## src/rtl/data_sampling_mv_if.sv

```systemverilog
// Sampler bus: window/config inputs from the RX edge counter and FSM,
// voted bit and status flags back to the deserializer.
interface data_sampling_mv_if #(
    parameter int PRESCALE_W = 6
);
    logic [PRESCALE_W-1:0] prescale;
    logic [2:0]            num_samples;
    logic                  RX_IN;
    logic                  data_samp_en;
    logic [PRESCALE_W-1:0] edge_cnt;
    logic                  sample_bit;
    logic                  sample_valid;
    logic                  noise_err;
    logic                  cfg_err;

    modport master (
        output prescale, num_samples, RX_IN,
        output data_samp_en, edge_cnt,
        input  sample_bit, sample_valid,
        input  noise_err, cfg_err
    );

    modport slave (
        input  prescale, num_samples, RX_IN,
        input  data_samp_en, edge_cnt,
        output sample_bit, sample_valid,
        output noise_err, cfg_err
    );
endinterface

```

## src/rtl/data_sampling_mv.sv

```systemverilog
// UART RX oversampling sampler: majority vote over an odd number of
// samples centred on the bit middle, with input synchroniser.
module data_sampling_mv #(
    parameter int PRESCALE_W  = 6,
    parameter int MAX_SAMPLES = 7,
    parameter int SYNC_STAGES = 2
) (
    input logic              CLK,
    input logic              RST,
    data_sampling_mv_if.slave bus
);
    typedef logic [PRESCALE_W-1:0] pw_t;

    localparam logic [3:0] MAXN = 4'(MAX_SAMPLES);

    logic rx_s;

    generate
        if (SYNC_STAGES == 0) begin : g_nosync
            assign rx_s = bus.RX_IN;
        end else begin : g_sync
            logic [SYNC_STAGES-1:0] sync_q;
            always_ff @(posedge CLK) begin
                if (RST) sync_q <= '1;
                else     sync_q <= (sync_q << 1) | SYNC_STAGES'(bus.RX_IN);
            end
            assign rx_s = sync_q[SYNC_STAGES-1];
        end
    endgenerate

    logic [2:0] sh_n_q, sh_n_d;
    pw_t        sh_pre_q, sh_pre_d;
    logic [2:0] taken_q, taken_d, ones_q, ones_d;
    logic       bit_q, bit_d, valid_q, valid_d;
    logic       noise_q, noise_d, cfg_q;

    function automatic logic [2:0] norm_n(input logic [2:0] req);
        if (req == 3'd0)             return 3'd1;
        else if ({1'b0, req} > MAXN) return MAXN[2:0];
        else if (!req[0])            return req - 3'd1;
        else                         return req;
    endfunction

    logic [2:0] half3;
    pw_t        half, mid_raw, mid, first, last;
    logic [2:0] n_eff;
    logic       cfg_bad;

    // Window from the shadow config; a bad config collapses to one sample.
    always_comb begin
        half3   = (sh_n_q - 3'd1) >> 1;
        half    = pw_t'(half3);
        mid_raw = (sh_pre_q >> 1) - pw_t'(1);
        cfg_bad = (sh_pre_q < pw_t'(2)) || (mid_raw < half);
        mid     = (sh_pre_q < pw_t'(2)) ? '0 : mid_raw;
        first   = cfg_bad ? mid : mid - half;
        last    = cfg_bad ? mid : mid + half;
        n_eff   = cfg_bad ? 3'd1 : sh_n_q;
    end

    logic       samp, dec;
    logic [2:0] taken_tot, ones_tot;

    always_comb begin
        samp = bus.data_samp_en && bus.edge_cnt >= first
            && bus.edge_cnt <= last;
        dec  = bus.data_samp_en && bus.edge_cnt == last;
        // Wrap to edge 0 starts a fresh bit even if the decision was skipped.
        taken_tot = (bus.edge_cnt == '0 ? 3'd0 : taken_q)
                  + {2'b00, samp};
        ones_tot  = (bus.edge_cnt == '0 ? 3'd0 : ones_q)
                  + {2'b00, samp & rx_s};
        taken_d  = taken_tot;
        ones_d   = ones_tot;
        valid_d  = 1'b0;
        bit_d    = bit_q;
        noise_d  = noise_q;
        sh_pre_d = sh_pre_q;
        sh_n_d   = sh_n_q;
        if (!bus.data_samp_en) begin
            taken_d  = '0;
            ones_d   = '0;
            sh_pre_d = bus.prescale;
            sh_n_d   = norm_n(bus.num_samples);
        end else if (dec) begin
            valid_d = 1'b1;
            bit_d   = {ones_tot, 1'b0} > {1'b0, taken_tot};
            noise_d = (taken_tot != n_eff)
                   || (ones_tot != 3'd0 && ones_tot != taken_tot);
            taken_d = '0;
            ones_d  = '0;
        end
    end

    always_ff @(posedge CLK) begin
        if (RST) begin
            sh_pre_q <= pw_t'(16);
            sh_n_q   <= 3'd1;
            taken_q  <= '0;
            ones_q   <= '0;
            bit_q    <= 1'b1;
            valid_q  <= 1'b0;
            noise_q  <= 1'b0;
            cfg_q    <= 1'b0;
        end else begin
            sh_pre_q <= sh_pre_d;
            sh_n_q   <= sh_n_d;
            taken_q  <= taken_d;
            ones_q   <= ones_d;
            bit_q    <= bit_d;
            valid_q  <= valid_d;
            noise_q  <= noise_d;
            cfg_q    <= cfg_bad;
        end
    end

    assign bus.sample_bit   = bit_q;
    assign bus.sample_valid = valid_q;
    assign bus.noise_err    = noise_q;
    assign bus.cfg_err      = cfg_q;
endmodule
```

## src/flat_wrapper.sv

```systemverilog
// flat-port wrapper written by rule: the top's interface ports become plain ports
module data_sampling_mv_flat 
#(
    parameter int PRESCALE_W  = 6,
    parameter int MAX_SAMPLES = 7,
    parameter int SYNC_STAGES = 2
)
  (CLK, RST, bus_prescale, bus_num_samples, bus_RX_IN, bus_data_samp_en, bus_edge_cnt, bus_sample_bit, bus_sample_valid, bus_noise_err, bus_cfg_err);
  data_sampling_mv_if #(.PRESCALE_W(PRESCALE_W)) bus_i ();
  input logic CLK;
  input logic RST;
  input wire logic [$bits(bus_i.prescale)-1:0] bus_prescale;
  input wire logic [$bits(bus_i.num_samples)-1:0] bus_num_samples;
  input wire logic [$bits(bus_i.RX_IN)-1:0] bus_RX_IN;
  input wire logic [$bits(bus_i.data_samp_en)-1:0] bus_data_samp_en;
  input wire logic [$bits(bus_i.edge_cnt)-1:0] bus_edge_cnt;
  output wire logic [$bits(bus_i.sample_bit)-1:0] bus_sample_bit;
  output wire logic [$bits(bus_i.sample_valid)-1:0] bus_sample_valid;
  output wire logic [$bits(bus_i.noise_err)-1:0] bus_noise_err;
  output wire logic [$bits(bus_i.cfg_err)-1:0] bus_cfg_err;
  assign bus_i.prescale = bus_prescale;
  assign bus_i.num_samples = bus_num_samples;
  assign bus_i.RX_IN = bus_RX_IN;
  assign bus_i.data_samp_en = bus_data_samp_en;
  assign bus_i.edge_cnt = bus_edge_cnt;
  assign bus_sample_bit = bus_i.sample_bit;
  assign bus_sample_valid = bus_i.sample_valid;
  assign bus_noise_err = bus_i.noise_err;
  assign bus_cfg_err = bus_i.cfg_err;
  data_sampling_mv #(.PRESCALE_W(PRESCALE_W), .MAX_SAMPLES(MAX_SAMPLES), .SYNC_STAGES(SYNC_STAGES)) u_core (.CLK(CLK), .RST(RST), .bus(bus_i));
endmodule
```

## config.mk

```make
export PLATFORM = sky130hd
export DESIGN_NAME = data_sampling_mv_flat
export DESIGN_NICKNAME = d
export VERILOG_FILES = /design/src/rtl/data_sampling_mv_if.sv /design/src/rtl/data_sampling_mv.sv /design/src/flat_wrapper.sv
export SDC_FILE = /design/constraint.sdc
export NUM_CORES = 1
export LEC_CHECK = 0
export CELL_PAD_IN_SITES_DETAIL_PLACEMENT = 0
export CELL_PAD_IN_SITES_GLOBAL_PLACEMENT = 1
export CORE_ASPECT_RATIO = 1.75
export CORE_MARGIN = 3
export CORE_UTILIZATION = 35
export CTS_BUF_LIST = sky130_fd_sc_hd__clkbuf_8
export DETAILED_ROUTE_END_ITERATION = 16
export HOLD_SLACK_MARGIN = 0.02
export PLACE_DENSITY = 0.68
export SYNTH_ARGS = -nofsm -noshare
export SYNTH_HDL_FRONTEND = slang
export SYNTH_SLANG_ARGS = --single-unit
```

## constraint.sdc

```tcl
create_clock -name CLK -period 5.4 [get_ports CLK]
set_clock_uncertainty 0.1 [all_clocks]
set_input_delay 0.81 -clock CLK [delete_from_list [all_inputs] [get_ports CLK]]
set_output_delay 0.81 -clock CLK [all_outputs]
set_load 0.005 [all_outputs]
```

==> results of run 1 <==
==> layer usage <==
metal | vias to the layer above | routed length, um
met5 | - | 0
met4 | 0 | 59
met3 | 6 | 89
met2 | 22 | 2455
met1 | 780 | 1674
li1 | 841 | -
==> per-stage QoR <==
| stage | setup WS [ns] | power [W] |
|---|---|---|
| floorplan | 0.9229 | 0.0002660 |
| global placement | 0.3150 | 0.0003185 |
| detailed placement | 0.2720 | 0.0003204 |
| CTS | 0.2391 | 0.0004211 |
| global route | -0.002863 | 0.0004524 |
| finish | 0.4214 | 0.0004172 |
==> how the worst min path moves through the flow <==
| stage | cells past startpoint | slack, ns | start | endpoint |
|---|---|---|---|---|
| after floorplan | 1 | 0.29 | u_core.g_sync.sync_q[0]$_SDFF_PP1_ | u_core.g_sync.sync_q[1]$_SDFF_PP1_ |
| after global placement | 1 | 0.37 | u_core.g_sync.sync_q[0]$_SDFF_PP1_ | u_core.g_sync.sync_q[1]$_SDFF_PP1_ |
| after detailed placement | 1 | 0.38 | u_core.g_sync.sync_q[0]$_SDFF_PP1_ | u_core.g_sync.sync_q[1]$_SDFF_PP1_ |
| after CTS | 1 | 0.39 | u_core.g_sync.sync_q[0]$_SDFF_PP1_ | u_core.g_sync.sync_q[1]$_SDFF_PP1_ |
| after global routing | 1 | 0.39 | u_core.g_sync.sync_q[0]$_SDFF_PP1_ | u_core.g_sync.sync_q[1]$_SDFF_PP1_ |
| final | 1 | 0.38 | u_core.g_sync.sync_q[0]$_SDFF_PP1_ | u_core.g_sync.sync_q[1]$_SDFF_PP1_ |
==> kinds of logic after synthesis <==
kind of cell               Yosys count  synth area share
buffers and inverters               25           0.05403
muxes                                4           0.02306
xor gates and xnor gates             7           0.03963
and+or+nand+nor                     80            0.2385
adders and majority gates           26            0.1960
AOI/OAI and AO/OA                   59            0.2298
DFF                                 19            0.2190
==> cell usage after synthesis, drive strengths merged (2+ instances only) <==
cell,n
ha,24
nor2,20
dfxtp,19
inv,18
nand2,16
a21oi,14
o21ai,12
and2,8
clkbuf,6
nor2b,6
nand4,5
nor3,5
o211ai,5
or2,5
mux2i,4
nand3,4
xnor2,4
a211oi,3
a31oi,3
xor2,3
a211o,2
a21boi,2
a21o,2
fa,2
nand2b,2
nand3b,2
nor3b,2
nor4,2
o21a,2
o221ai,2
o311a,2
==> repair_timing <==
item	4_1_cts	5_1_grt
hold endpoints to repair	0	0
resized for setup	0	4
setup endpoints to repair	0	2
==> cell type report <==
type / instances / area, um^2
Fill cell: 512 / 2651
Sequential cell: 19 / 381.6
Timing Repair Buffer: 29 / 270.3
Clock buffer: 3 / 41.29
Inverter: 18 / 67.56
Multi-Input combinational cell: 176 / 1266
Tap cell: 52 / 65.06
Clock inverter: 1 / 5.005
==> registers in the layout (all words and copies together) (netlist names) <==
name and count:
u_core.sh_n_q 2, u_core.bus.sample_valid 1, u_core.bus.sample_bit 1, u_core.sh_pre_q 5, u_core.taken_q 3, u_core.bus.cfg_err 1
u_core.ones_q 3, u_core.bus.noise_err 1, u_core.g_sync.sync_q 2
==> placed cells by master (no fill, tap or decap), drive strengths merged, types with 4 or more instances in the layout <==
master,count
o21ai,12
nand3,4
dfxtp,19
clkdlybuf4s50,21
nand2,16
nor3,5
xnor2,4
ha,24
nor2,20
inv,18
a21oi,14
nand4,5
o211ai,5
mux2i,4
nor2b,6
or2,5
and2,8
buf,8
==> power by group through the flow <==
stage | registers [W] | clock network [W] | logic [W]
2_1_floorplan | 0.000153 | 0 | 0.000113
3_3_place_gp | 0.000153 | 0 | 0.000165
5_1_grt | 0.000151 | 0.000110 | 0.000192
4_1_cts | 0.000150 | 0.000103 | 0.000168
3_5_place_dp | 0.000153 | 0 | 0.000167
6_report | 0.000150 | 0.000101 | 0.000166
==> metrics.txt, run 1 <==
Mean Syn Cell Area 7.894 um^2; met1 usage 0.1815; synth unique cells 48; GRT Total Usage 0.1604; Synth Register Bits 19; H-tree Lvls 1; Hold Buf Count CTS 0; Root Buffer clkbuf_8; Placeable Area 0.004748 mm^2; CTS Sinks 19; DRC 0; # nets final 292; Worst setup endpoint u_core.bus.sample_bit$_SDFFE_PP1P_; crit path DAT 5.03 ns; internal cell power 0.0002745 W; largest net degree at the start of global routing 16; startpoint types flip-flop; CTS clk-pin slew, worst paths 0.08 ns; cts bufs inserted 3; Detail Route Antenna Nets 0; Post-Layout Cell Count 298; worst-path cell chain inv_1 -> ha_1 -> inv_1 -> ha_1 -> a21bo_2 -> a21oi_1 -> o211a_2 -> nand2_1 -> o21ai_1 -> ha_1 -> nand2b_1 -> a21o_1 -> a21oi_1 -> nor2b_1 -> o211ai_1 -> a21oi_1 -> ha_1 -> ha_1 -> inv_1 -> ha_1 -> inv_1 -> o221ai_1 -> a41oi_1 -> or2_2; max-slew violations 0; Setup-failing EPs final 0; Layout area overhead 20.75%; global route total overflow 0; worst vdd ir 0.0001233 V; Die ar. 0.005877 mm^2; switch share 0.3419; Most common cell on crit path ha_1; wire length per cell 14.36 um; met3 usage in global routing 0.01558; Hold Fails Final Rpt 0; max-cap violations 0; Iter 0 DRT Violations 37; final instance area 0.002097 mm^2; Req. time, crit path 5.45 ns; critical path buffer and inverter count 4; status completed; clock period minus final worst setup slack 4.979 ns; switching pwr 0.0001427 W; Cells after Synth 220; Ports 23; Die X-Extent 59.25 um; largest area contributor in the netlist dfxtp_1; Least-Margin Pin Slew 0.6257 ns; initial antenna violation count 0; FFs w/ async S/R, synth 0; Hold WC Path Type reg2reg; TritonCTS clock tree done; clk_lat worst skew 0.26 ns; CP peak stage delay 0.42 ns; pwr dens 198.9 mW/mm^2; slowest CP cell dfxtp_1; met2 Use GR 0.3050; GP Congestion 0.8310; Synth Flop Type dfxtp_1; post-synth net total 265; Worst Setup SP u_core.sh_pre_q[2]$_SDFFE_PP0N_; Sequential Power Share 0.359; # rows 33; FF-to-FF path depth 24; Total Wirelength 4279 um; DP HPWL 3548 um; CP max FO 6; number of global-route vias before repair 1,582; worst reg-to-reg setup slack 0.42 ns; CP top delay family compound AO/OA/AOI/OAI gates; placed cells 294; Sum Neg Setup Slack 0 ns; number of diodes 0; Die H 99.19 um; hold slack final 0.3811 ns; Crit path depth 24; # port buffers 21; Leakage 0.9040 nW; Seq/Total Area, Yosys 0.2190; vias 1,649; CP endpoint kind flip-flop; first-pass GRT wire length 7445 um; capturing point of the worst reg2reg path u_core.bus.sample_bit$_SDFFE_PP1P_; GRT busiest layer met2; Comb pwr share 0.398; Max Freq 200.9 MHz; dpl cell area 0.002046 mm^2; CP Class reg2reg; Synth top area share 0.2190; Util after Layout 0.4416; Final period util 0.9220; Synth Warn # 0; Post-Syn Area 0.001737 mm^2; Starting Density 0.3657; Post-synth EDFFs 0; RR Startpoint u_core.sh_pre_q[2]$_SDFFE_PP0N_; TritonRoute pass-1 iters 4; layout cells sized above 1 0.1016; ranking of synthesized cells by area dfxtp_1, ha_1, nor2_1, a21oi_1, inv_1; Bufs on Longest Clock Path 2; setup bufs post-CTS 0; proportion of power drawn by the clock network 0.243; relative slew slack 0.5815; vias per cell 5.534
No activity file was read; power rests on OpenSTA's default activity.
==> run 2, diff against run 1 <==
--- a/config.mk
+++ b/config.mk
@@ -5,6 +5,7 @@
 export SDC_FILE = /design/constraint.sdc
 export NUM_CORES = 1
 export LEC_CHECK = 0
+export ABC_CLOCK_PERIOD_IN_PS = 5400
 export CELL_PAD_IN_SITES_DETAIL_PLACEMENT = 0
 export CELL_PAD_IN_SITES_GLOBAL_PLACEMENT = 1
 export CORE_ASPECT_RATIO = 1.75
==> results of run 2 <==
Final layout, timing and power as in run 1 (identical DEF).
